--- src/rtl/fib_pkg.sv ---
// fib_pkg
//   Shared definitions for the Fibonacci calculator: opcode encodings driven
//   by the control FSM and register-file indices. Used by both the datapath
//   and the control FSM.
package fib_pkg;

  // Opcodes (3 bits). Codes 3'b010 and any unused codes behave as NOP.
  localparam logic [2:0] OP_NOP   = 3'b000;
  localparam logic [2:0] OP_SET   = 3'b001;
  localparam logic [2:0] OP_DEC   = 3'b011;
  localparam logic [2:0] OP_LOAD  = 3'b100;
  localparam logic [2:0] OP_CHECK = 3'b101;
  localparam logic [2:0] OP_ADD   = 3'b110;
  localparam logic [2:0] OP_COPY  = 3'b111;

  // Register indices. R0 is the count register; R1..R3 are working registers.
  localparam logic [1:0] R0 = 2'd0;
  localparam logic [1:0] R1 = 2'd1;
  localparam logic [1:0] R2 = 2'd2;
  localparam logic [1:0] R3 = 2'd3;

endpackage

--- src/rtl/fib_alu.sv ---
// fib_alu
//   Combinational arithmetic for the Fibonacci datapath.
//   Ports:
//     a, b      in   DW  operands for ADD
//     cnt       in   CW  current count (R0)
//     sum       out  DW  a + b modulo 2^DW
//     carry     out  1   carry out of bit DW-1 (only with FIB_OVF_DETECT_EN)
//     dec       out  CW  cnt - 1, saturating at 0
//     cnt_zero  out  1   cnt == 0
//     dec_zero  out  1   post-decrement count == 0 (cnt <= 1)
//   Configuration: FIB_OVF_DETECT_EN adds the carry output; without it no
//   carry logic exists.
module fib_alu #(
  parameter int DW = 16,
  parameter int CW = 8
) (
  input  logic [DW-1:0] a,
  input  logic [DW-1:0] b,
  input  logic [CW-1:0] cnt,
`ifdef FIB_OVF_DETECT_EN
  output logic          carry,
`endif
  output logic [DW-1:0] sum,
  output logic [CW-1:0] dec,
  output logic          cnt_zero,
  output logic          dec_zero
);

`ifdef FIB_OVF_DETECT_EN
  assign {carry, sum} = {1'b0, a} + {1'b0, b};
`else
  assign sum = a + b;
`endif

  assign cnt_zero = (cnt == '0);
  // Saturating decrement: a count of zero stays at zero.
  assign dec      = cnt_zero ? cnt : cnt - CW'(1);
  // Flag the post-decrement value so the FSM branches on the new count.
  assign dec_zero = (cnt <= CW'(1));

endmodule

--- src/rtl/fib_datapath.sv ---
// fib_datapath
//   Register file (R0 count, R1..R3 working) and write decode for the
//   Fibonacci calculator. Executes one opcode per cycle with no stall.
//   Ports:
//     clk        in   1   clock, all state on posedge
//     rst        in   1   asynchronous active-high reset
//     opcode     in   3   operation (see fib_pkg)
//     op1        in   2   destination register index
//     op2        in   2   source register index
//     count_in   in   CW  n, sampled on LOAD
//     zero_flag  out  1   count status (combinational)
//     result     out  DW  R2, holds F(n) at the end of a sequence
//     ovf        out  1   sticky ADD overflow
//   Configuration: FIB_OVF_DETECT_EN enables the sticky overflow flop
//   (cleared by LOAD or rst); otherwise ovf is tied to 0.
module fib_datapath
  import fib_pkg::*;
#(
  parameter int DW = 16,
  parameter int CW = 8
) (
  input  logic          clk,
  input  logic          rst,
  input  logic [2:0]    opcode,
  input  logic [1:0]    op1,
  input  logic [1:0]    op2,
  input  logic [CW-1:0] count_in,
  output logic          zero_flag,
  output logic [DW-1:0] result,
  output logic          ovf
);

  logic [CW-1:0] r0;
  logic [DW-1:0] r1, r2, r3;

  logic [DW-1:0] src_a, src_b;
  logic [DW-1:0] alu_sum;
  logic [CW-1:0] alu_dec;
  logic          cnt_zero, dec_zero;
  logic          wr_en;
  logic [DW-1:0] wr_data;

  // Register reads; R0 is zero-extended or truncated to DW.
  always_comb begin
    src_a = '0;
    case (op1)
      R0:      src_a = DW'(r0);
      R1:      src_a = r1;
      R2:      src_a = r2;
      default: src_a = r3;
    endcase
  end

  always_comb begin
    src_b = '0;
    case (op2)
      R0:      src_b = DW'(r0);
      R1:      src_b = r1;
      R2:      src_b = r2;
      default: src_b = r3;
    endcase
  end

`ifdef FIB_OVF_DETECT_EN
  logic alu_carry;
`endif

  fib_alu #(.DW(DW), .CW(CW)) u_alu (
    .a        (src_a),
    .b        (src_b),
    .cnt      (r0),
`ifdef FIB_OVF_DETECT_EN
    .carry    (alu_carry),
`endif
    .sum      (alu_sum),
    .dec      (alu_dec),
    .cnt_zero (cnt_zero),
    .dec_zero (dec_zero)
  );

  assign zero_flag = (opcode == OP_DEC) ? dec_zero : cnt_zero;
  assign result    = r2;

  // Generic register write: SET, ADD and COPY all target R[op1].
  always_comb begin
    wr_en   = 1'b0;
    wr_data = '0;
    case (opcode)
      OP_SET: begin
        wr_en   = 1'b1;
        wr_data = (op1 == R1) ? DW'(1) : '0;
      end
      OP_ADD: begin
        wr_en   = 1'b1;
        wr_data = alu_sum;
      end
      OP_COPY: begin
        wr_en   = 1'b1;
        wr_data = src_b;
      end
      default: ;
    endcase
  end

  always_ff @(posedge clk or posedge rst) begin
    if (rst) begin
      r0 <= '0;
      r1 <= '0;
      r2 <= '0;
      r3 <= '0;
    end else begin
      if (opcode == OP_LOAD) begin
        r0 <= count_in;
      end else if (opcode == OP_DEC) begin
        r0 <= alu_dec;
      end else if (wr_en && op1 == R0) begin
        r0 <= CW'(wr_data);
      end
      if (wr_en && op1 == R1) r1 <= wr_data;
      if (wr_en && op1 == R2) r2 <= wr_data;
      if (wr_en && op1 == R3) r3 <= wr_data;
    end
  end

`ifdef FIB_OVF_DETECT_EN
  always_ff @(posedge clk or posedge rst) begin
    if (rst) begin
      ovf <= 1'b0;
    end else if (opcode == OP_LOAD) begin
      ovf <= 1'b0;
    end else if (opcode == OP_ADD && alu_carry) begin
      ovf <= 1'b1;
    end
  end
`else
  assign ovf = 1'b0;
`endif

endmodule
--- config.mk ---
export PLATFORM = sky130hd
export DESIGN_NAME = fib_datapath
export DESIGN_NICKNAME = d
export VERILOG_FILES = /design/src/rtl/fib_pkg.sv /design/src/rtl/fib_alu.sv /design/src/rtl/fib_datapath.sv
export SDC_FILE = /design/constraint.sdc
export NUM_CORES = 1
export LEC_CHECK = 0
export ABC_CLOCK_PERIOD_IN_PS = 2570
export CAP_MARGIN = 5
export CORE_UTILIZATION = 25
export DETAILED_ROUTE_END_ITERATION = 10
export PLACE_DENSITY = 0.44
export RECOVER_POWER = 100
export SLEW_MARGIN = 10
export SYNTH_ARGS = -nofsm -noshare
export SYNTH_HDL_FRONTEND = slang
export SYNTH_SLANG_ARGS = --single-unit
--- constraint.sdc ---
create_clock -name clk -period 2.57 [get_ports clk]
set_clock_uncertainty 0.15 [all_clocks]
set_input_delay 0.6425 -clock clk [delete_from_list [all_inputs] [get_ports clk]]
set_output_delay 0.6425 -clock clk [all_outputs]
set_load 0.02 [all_outputs]
# == Word level (Yosys, flattened, before mapping) ==
# Cells that the tools add are included.
# word_totals
output_inout_bits,18
input_bits,17
rom_bits,0
n_memories,0
register_bits,56
latch_bits,0
word_cells,38
mem_bits_rw,0
# classes
magnitude_cmp,1
add_sub_neg,2
bitwise,0
n_mul,0
reduce_logical,10
n_mux,10
n_div,0
n_eq_ne,11
shifts,0
# ops
op,n
16-bit one-hot mux with 3 select lines,3
8-bit two-way mux,4
16-bit adder,1
3-bit equality test (second input constant),3
8-bit by 1-bit less-or-equal comparator with 1-bit output (second input constant),1
8-bit logical NOT,1
8-bit by 1-bit subtractor with 8-bit output (second input constant),1
2-bit equality test (second input constant),3
2-bit by 1-bit equality test with 1-bit output (second input constant),2
1-bit logical AND,4
2-bit logical NOT,2
3-bit by 1-bit equality test with 1-bit output (second input constant),1
3-bit by 2-bit equality test with 1-bit output (second input constant),1
1-bit two-way mux,3
3-bit != test (second input constant),1
3-bit nonzero test,1
3-bit OR reduction,1
2-bit AND reduction,1

# == Logic depth before layout (Yosys ltp) ==
# Gate-level depths: netlist (run 1).
# logic_depth
ltp_word,7
depth_mapped,12
ltp_nobuf,10

# == By module ==
# Synthesis (run 1) repeated with hierarchy kept, for this count alone.
# hier_totals
hier_cells,433
area_unflattened_um2,4136.5
# by_module_without_submodules
mod,seq_area_each_um2,cells_per_inst,instances,area_per_inst_um2
fib_datapath,1401.3,308,1,3191.8
fib_alu,0.0,125,1,944.7

# == Least setup slack after synthesis (run 1) ==
# No wires, ideal clock.
# synth_path
path_kind,in2reg
start,input port op1[1]
end,register r3[15]
setup_time_ps,131
t_required_ps,2289
slack_ps,-896
n_path_buf,2
cell_stages,11
arrival_ps,3185
cell_sequence,buf_2 -> buf_2 -> mux2_2 -> a22o_1 -> ha_1 -> a21o_1 -> a31o_2 -> a31oi_2 -> o21ai_2 -> nor4b_1 -> or3_1
# synth_between
elab_chain_len,4
elab_cells_between_ends,8
classes_between,1 x add/sub; 3 x eq/ne; 2 x mux; 2 x reduce/logical
# synth_rtl
item,line_no,rtl
start: declaration,fib_datapath.sv:25,"input logic [1:0] op1,"
2-bit equality test (tied with other cells),fib_datapath.sv:46,case (op1)
16-bit one-hot mux with 3 select lines,fib_datapath.sv:46,
16-bit adder,fib_alu.sv:32,assign sum = a + b;
16-bit one-hot mux with 3 select lines,fib_datapath.sv:88,case (opcode)
end signal: assignment,fib_datapath.sv:121,if (wr_en && op1 == R3) r3 <= wr_data;
end: declaration,fib_datapath.sv:34,"logic [DW-1:0] r1, r2, r3;"
# Parallel ways exist; a longest one is shown, timed or not.
# A chain may end at the register's enable or synchronous reset.

# == Worst setup path in the final report (run 1) ==
# layout_path
start,input port op2[1]
end,"register r2[15], in the netlist result[15]"
# layout_between
elab_chain_len,4
elab_cells_between_ends,6
classes_between,1 x add/sub; 2 x eq/ne; 2 x mux; 1 x reduce/logical
# layout_rtl
item,line_no,rtl
start: declaration,fib_datapath.sv:26,"input logic [1:0] op2,"
2-bit equality test (tied with other cells),fib_datapath.sv:56,case (op2)
16-bit one-hot mux with 3 select lines (*),fib_datapath.sv:56,
16-bit adder,fib_alu.sv:32,
16-bit one-hot mux with 3 select lines (*),fib_datapath.sv:88,
end signal: assignment,fib_datapath.sv:120,if (wr_en && op1 == R2) r2 <= wr_data;
end: declaration,fib_datapath.sv:34,
# Mark *: on every way between the ends. The rest lies on a longest branch, timed or not.

==> impl_metrics.py, run 1 <==
metrics = {
    "synth": {
        "syn_area_per_cell_um2": 9.31,
        "ys_types": 62,
        "async_reset_ff_share_pct": 100,
        "synth_top_area_cell": "dfrtp_1",
        "synth_edf_count": 0,
        "ys_top_cells_by_count": "nand2_1 (65), dfrtp_1 (56), o21ai_0 (48)",
        "syn_area_um2": 4050,
        "yosys_warnings": 0,
        "yosys-top-cells-area": "dfrtp_1 (35%), mux4_2 (8.9%), nand2_1 (6.0%)",
        "yosysSeqAreaShare_pct": 34.6,
        "synth_top_cell_area_share_pct": 34.6,
        "ys_seq_elements": 56,
        "synth.most_common_cell": "nand2_1",
        "syn_inst": 435,
        "synth_ff_type": "dfrtp_1",
        "synth_fp_nets": 470,
    },
    "detailed_routing": {
        "routed_via_density": 4.99,
        "drcViolationCount": 0,
        "wire_per_inst_um": 16.9,
        "num_vias": 4008,
        "postRouteAntennaNets": 0,
        "drt_iter0_drc": 234,
        "first_pass_iters": 4,
        "routed_wl_um": 13600,
    },
    "sta": {
        "drv_slew": 0,
        "period_needed_ns": 3.04,
        "final.setup.worst_slack_ns": -0.468,
        "rsz0062_at_grt": "yes",
        "worst_slew_pin_slew_ns": 1.47,
        "relSlewSlack_pct": 2.19,
        "setup_viol": 42,
        "finalCritPeriodShare_pct": 118,
        "fmax_mhz": 329,
        "finalHoldViolations": 0,
    },
    "critical_path": {
        "worst_r2r_path_depth": 11,
        "startpoint_type": "primary input",
        "critPathCaptureType": "flop",
        "cp_slowest_stage_delay_ns": 0.55,
        "cp.arrival_ns": 3.07,
        "cpMaxStageDelayCell": "mux4_2",
        "cp.required_ns": 2.61,
        "critPathKind": "primary input to flop",
        "path_max_fanout": 6,
        "path_cells": "buf_12, buf_8, mux4_2, ha_4, o211ai_1, o211ai_2, buf_4, a31oi_4, o21ai_4, nor4_2, or3_1",
    },
    "clock_network": {
        "cts_hold_buf": 0,
        "cts_buffers": 5,
        "clk_pin_slew_worst_paths_ns": 0.08,
        "h-tree-depth": 2,
        "numClockSinks": 56,
        "cts_root_buffer": "clkbuf_16",
        "clk_latency_ns": 0.30,
        "cts_buffer_depth": 2,
        "cts_tree": "yes",
    },
    "global_routing": {
        "grt_pass1_wl_um": 21500,
        "grt_pass1_vias": 3998,
        "grt_max_degree": 57,
        "track_usage_pct": 16.9,
        "antenna_found_initial": 0,
        "grt-ovfl-total": 0,
    },
    "run_status": {
        "status": "finished, violations left",
        "violations": "negative setup slack",
    },
    "placement": {
        "port_buffers": 33,
        "place_inst": 769,
        "gp_congestion": 0.825,
        "hpwlAfterDp_um": 9460,
        "pre_cts_slack_ns": -1.30,
    },
    "die": {
        "ios": 35,
        "rows": 46,
        "die_area_um2": 16700,
        "core_um2": 15800,
        "fp.dieH_um": 129,
        "start_util_pct": 25.6,
        "fp.dieW_um": 129,
    },
    "worst_hold_path": {
        "hold_class": "flop to flop",
        "min_path_cells": 2,
    },
    "finish": {
        "antennaDiodeCount": 0,
        "fin_cells": 804,
        "fill_cells": 1547,
        "drive_gt1_share_pct": 45.6,
        "fin_nets": 622,
        "syn2layout_area_growth_pct": 60.7,
    },
    "pwr": {
        "ir_worst_vdd_mv": 0.225,
        "powerDensity_nw_per_um2": 401,
        "p_leak_nw": 2.79,
    },
    "run": {
        "drv_cap": 0,
    },
}
-- layout by cell type, fill, tap and decap left out, types with 5 or more instances in the layout --
cell type and instances:
xor2_1 8, a22o_1 13, o21ai_0 18, a22oi_1 5, clkdlybuf4s50_1 11, o21ai_1 28
mux4_2 16, dlygate4sd3_1 17, dfrtp_1 56, clkbuf_16 5, ha_4 13, a21oi_1 15
nand2_1 64, buf_6 14, inv_1 5, a22oi_2 5, o21ai_2 8, a21oi_2 8
mux2_2 15, buf_4 115, buf_12 7, nor2_1 19
-- repair_timing --
item / 4_1_cts / 5_1_grt
pin swaps: 34 / 45
buffers inserted: 24 / 5
cloned: 1 / 0
setup endpoints to repair: 57 / 52
resized for setup: 76 / 46
-- worst max-delay path: cells and delay by family --
kind            cells  cell delay (ns)
buf+inv             3             0.40
compound gates      4             0.73
mux                 1             0.55
fa+ha+maj           1             0.32
simple gates        2             0.43
-- cell type report --
cell class	count	area (µm²)	area share (%)
flip-flops and latches	56	1400	21.5
inverters	7	26.3	0.404
clock buffers	8	146	2.25
well taps	216	270	4.15
repair buffers	175	1570	24.1
multi-input cells	342	3100	47.6
-- power breakdown --
group,internal (mW),total (mW),switching [mW]
Clock,0.391,0.712,0.321
Sequential,0.943,0.997,0.0542
Combinational,0.472,0.903,0.431
-- registers in the layout (all words and copies together) (netlist names) --
signal  count
r0          8
result     16
r1         16
r3         16
-- per-layer routing --
metal | track usage (%) | wire [µm] | up-vias
met5 | 0 | 0 | -
met4 | 5.67 | 282 | 0
met3 | 2.15 | 356 | 18
met2 | 28.4 | 6580 | 58
met1 | 22.5 | 6370 | 2013
li1 | - | - | 1919
-- worst paths after layout --
path / startpoint / endpoint / slack [ns]
max: op2[1] / result[15] / -0.47
min: r3[0] / r3[0] / 0.35
max reg2reg: result[0] / r1[14] / -0.28
min reg2reg: r3[0] / r3[0] / 0.35
max in group asynchronous: rst / r3[10] / 0.24
min in group asynchronous: rst / result[0] / 1.14
-- per-stage QoR --
stage	utilization, %	cell area, µm²	power [mW]	hold slack [ns]	TNS [ns]
finish	41.1	6510	2.61	0.353	-11.26
global route	41.1	6510	2.75	0.380	-17.12
CTS	40.0	6330	2.62	0.353	-15.26
detailed placement	35.9	5690	1.81	0.344	-58.02
global placement	35.9	5690	1.80	0.330	-57.18
floorplan	-	4380	1.48	0.311	-14.17
-- cells by family after synthesis --
logic type	Yosys count	share of synthesized area [%]
mux	35	14.1
flops	56	34.6
xor+xnor	14	3.03
fa+ha+maj	18	5.75
other cells	1	0.0926
compound gates	138	21.9
simple gates	136	16.2
buf+inv	37	4.26
No activity file was read; power rests on OpenSTA's default activity.
==> run 2: changes to the inputs <==
--- a/config.mk
+++ b/config.mk
@@ -7,6 +7,7 @@
 export LEC_CHECK = 0
 export ABC_CLOCK_PERIOD_IN_PS = 2570
 export CAP_MARGIN = 5
+export CORE_MARGIN = 10
 export CORE_UTILIZATION = 25
 export DETAILED_ROUTE_END_ITERATION = 10
 export PLACE_DENSITY = 0.44
==> run 2 against run 1 <==
Net effect: global-route usage is 4.0 points lower; worst hold slack got worse by 0.00088 ns; via count decreased by 1.2%; total power increased by 2.7%; sequential power is essentially flat; the flow still finishes with violations (negative setup slack); non-clock buffer count fell by 10; highest routed layer unchanged.
==> impl_metrics.py, run 2 (synthesized netlist as in run 1, its figures left out) <==
metrics = {
    "run_status": {
        "status": "finished, violations left",
        "violations": "negative setup slack",
    },
    "clock_network": {
        "cts_hold_buf": 0,
        "cts_buffers": 5,
        "clk_pin_slew_worst_paths_ns": 0.07,
        "h-tree-depth": 2,
        "numClockSinks": 56,
        "cts_root_buffer": "clkbuf_16",
        "clk_latency_ns": 0.30,
        "cts_tree": "yes",
        "cts_buffer_depth": 2,
    },
    "critical_path": {
        "path_cells": "buf_12, buf_12, mux4_2, ha_4, buf_4, buf_6, a211oi_4, o211ai_4, a31oi_4, o21ai_4, nor4b_4, or3_1",
        "crit_family": "compound AO/OA/AOI/OAI gates",
        "worst_r2r_path_depth": 10,
        "cp_common_cell": "buf_12",
        "path_max_fanout": 8,
        "rr_startpoint": "r3[0]",
        "timing.rr.end": "result[15]",
        "critPathCaptureType": "flop",
        "cpMaxStageDelayCell": "mux4_2",
        "cp.required_ns": 2.61,
        "startpoint_type": "primary input",
        "critPathKind": "primary input to flop",
        "cp_slowest_stage_delay_ns": 0.54,
        "cp.arrival_ns": 3.09,
        "r2r_slack_ns": -0.29,
        "crit_buf_inv": 4,
    },
    "global_routing": {
        "grt_pass1_vias": 4085,
        "grt-ovfl-total": 0,
        "grt_pass1_wl_um": 22700,
        "grt_max_degree": 34,
        "antenna_found_initial": 0,
        "track_usage_pct": 13.0,
    },
    "pwr": {
        "p_leak_nw": 2.78,
        "powerDensity_nw_per_um2": 412,
        "ir_worst_vdd_mv": 0.210,
    },
    "finish": {
        "antennaDiodeCount": 0,
        "final_common_cell": "buf_4",
        "syn2layout_area_growth_pct": 60.5,
        "layout_common_cells": "buf_4 (104), nand2_1 (65), dfrtp_1 (56), o21ai_1 (29), nor2_1 (18)",
        "drive_gt1_share_pct": 45.5,
        "fin_nets": 612,
        "fin_cells": 794,
    },
    "detailed_routing": {
        "drt_iter0_drc": 200,
        "postRouteAntennaNets": 0,
        "drcViolationCount": 0,
        "wire_per_inst_um": 17.7,
        "routed_via_density": 4.99,
        "num_vias": 3959,
        "routed_wl_um": 14100,
        "first_pass_iters": 4,
    },
    "die": {
        "die_area_um2": 21700,
        "start_util_pct": 25.5,
        "core_um2": 15900,
        "ios": 35,
        "fp.dieW_um": 147,
        "fp.dieH_um": 147,
        "rows": 46,
    },
    "placement": {
        "place_inst": 764,
        "gp_congestion": 0.883,
        "hpwlAfterDp_um": 10000,
        "port_buffers": 33,
    },
    "worst_hold_path": {
        "min_path_cells": 2,
        "min-delay-start": "r1[3]",
        "holdPathEnd": "r1[3]",
        "hold_class": "flop to flop",
    },
    "sta": {
        "rsz0062_at_grt": "yes",
        "tns_ns": -15.50,
        "final.setup.worst_slack_ns": -0.487,
        "finalHoldViolations": 0,
        "relSlewSlack_pct": 49.1,
        "drv_slew": 0,
        "period_needed_ns": 3.06,
        "worst_slew_pin_slew_ns": 0.764,
        "fmax_mhz": 327,
        "setup_viol": 49,
        "finalCritPeriodShare_pct": 119,
    },
    "run": {
        "drv_cap": 0,
    },
}
-- run 2: final cells by class --
cell class	instances	area, µm²
Inverter	7	26.3
Sequential cell	56	1400
Timing Repair Buffer	165	1510
Multi-Input combinational cell	342	3130
Clock buffer	6	129
Clock inverter	2	35.0
Tap cell	216	270
Fill cell	1589	9380
-- run 2: repair_timing --
action	4_1_cts	5_1_grt
resized for setup	92	46
setup buffers	13	8
setup endpoints to repair	57	48
pin swaps	43	38
cloned	3	0
-- run 2: worst max-delay path by stage --
stage	from	endpoint	slack (ns)	cells past startpoint
2_1_floorplan	op2[1]	r3[15]	-0.54	10
3_3_place_gp	op1[1]	r1[10]	-1.25	12
3_5_place_dp	op1[1]	result[15]	-1.25	13
4_1_cts	op2[1]	r0[6]	-0.46	13
5_1_grt	op1[1]	result[15]	-0.56	12
6_report	op1[1]	result[15]	-0.49	12
-- run 2: routing by layer --
metal	routed length [µm]	track usage, %
met1	6580	17.2
met2	6980	21.3
met3	307	1.81
met4	220	3.72
met5	0	0
-- run 2: worst reg2reg max path: cells and delay by family (launching register included) --
kind                       cells  cell delay (ns)
AOI/OAI and AO/OA              4             0.77
DFF                            1             0.39
and+or+nand+nor                2             0.50
muxes                          1             0.52
buffers and inverters          2             0.24
adders and majority gates      1             0.19
-- run 2: stage by stage --
stage	setup WS, ns	instance area [µm²]	power (mW)	hold slack [ns]	utilization [%]
2_1_floorplan	-0.535	4380	1.48	0.311	-
6_report	-0.487	6500	2.68	0.352	40.9
4_1_cts	-0.459	6270	2.68	0.358	39.4
3_5_place_dp	-1.25	5640	1.79	0.343	35.5
5_1_grt	-0.558	6500	2.83	0.388	40.9
3_3_place_gp	-1.25	5640	1.78	0.330	35.5
-- run 2: power by group --
part           switching (mW)  internal, mW
registers              0.0580         0.942
clock network           0.327         0.460
logic                   0.442         0.453
==> run 3: changes to the inputs <==
--- a/config.mk
+++ b/config.mk
@@ -9,7 +9,9 @@
 export CAP_MARGIN = 5
 export CORE_MARGIN = 10
 export CORE_UTILIZATION = 25
+export CTS_CLUSTER_DIAMETER = 120
 export DETAILED_ROUTE_END_ITERATION = 10
+export HOLD_SLACK_MARGIN = 0.08
 export PLACE_DENSITY = 0.44
 export RECOVER_POWER = 100
 export SLEW_MARGIN = 10
==> results of run 3 <==
No change in the layout: final DEF, timing and power equal those of run 2.
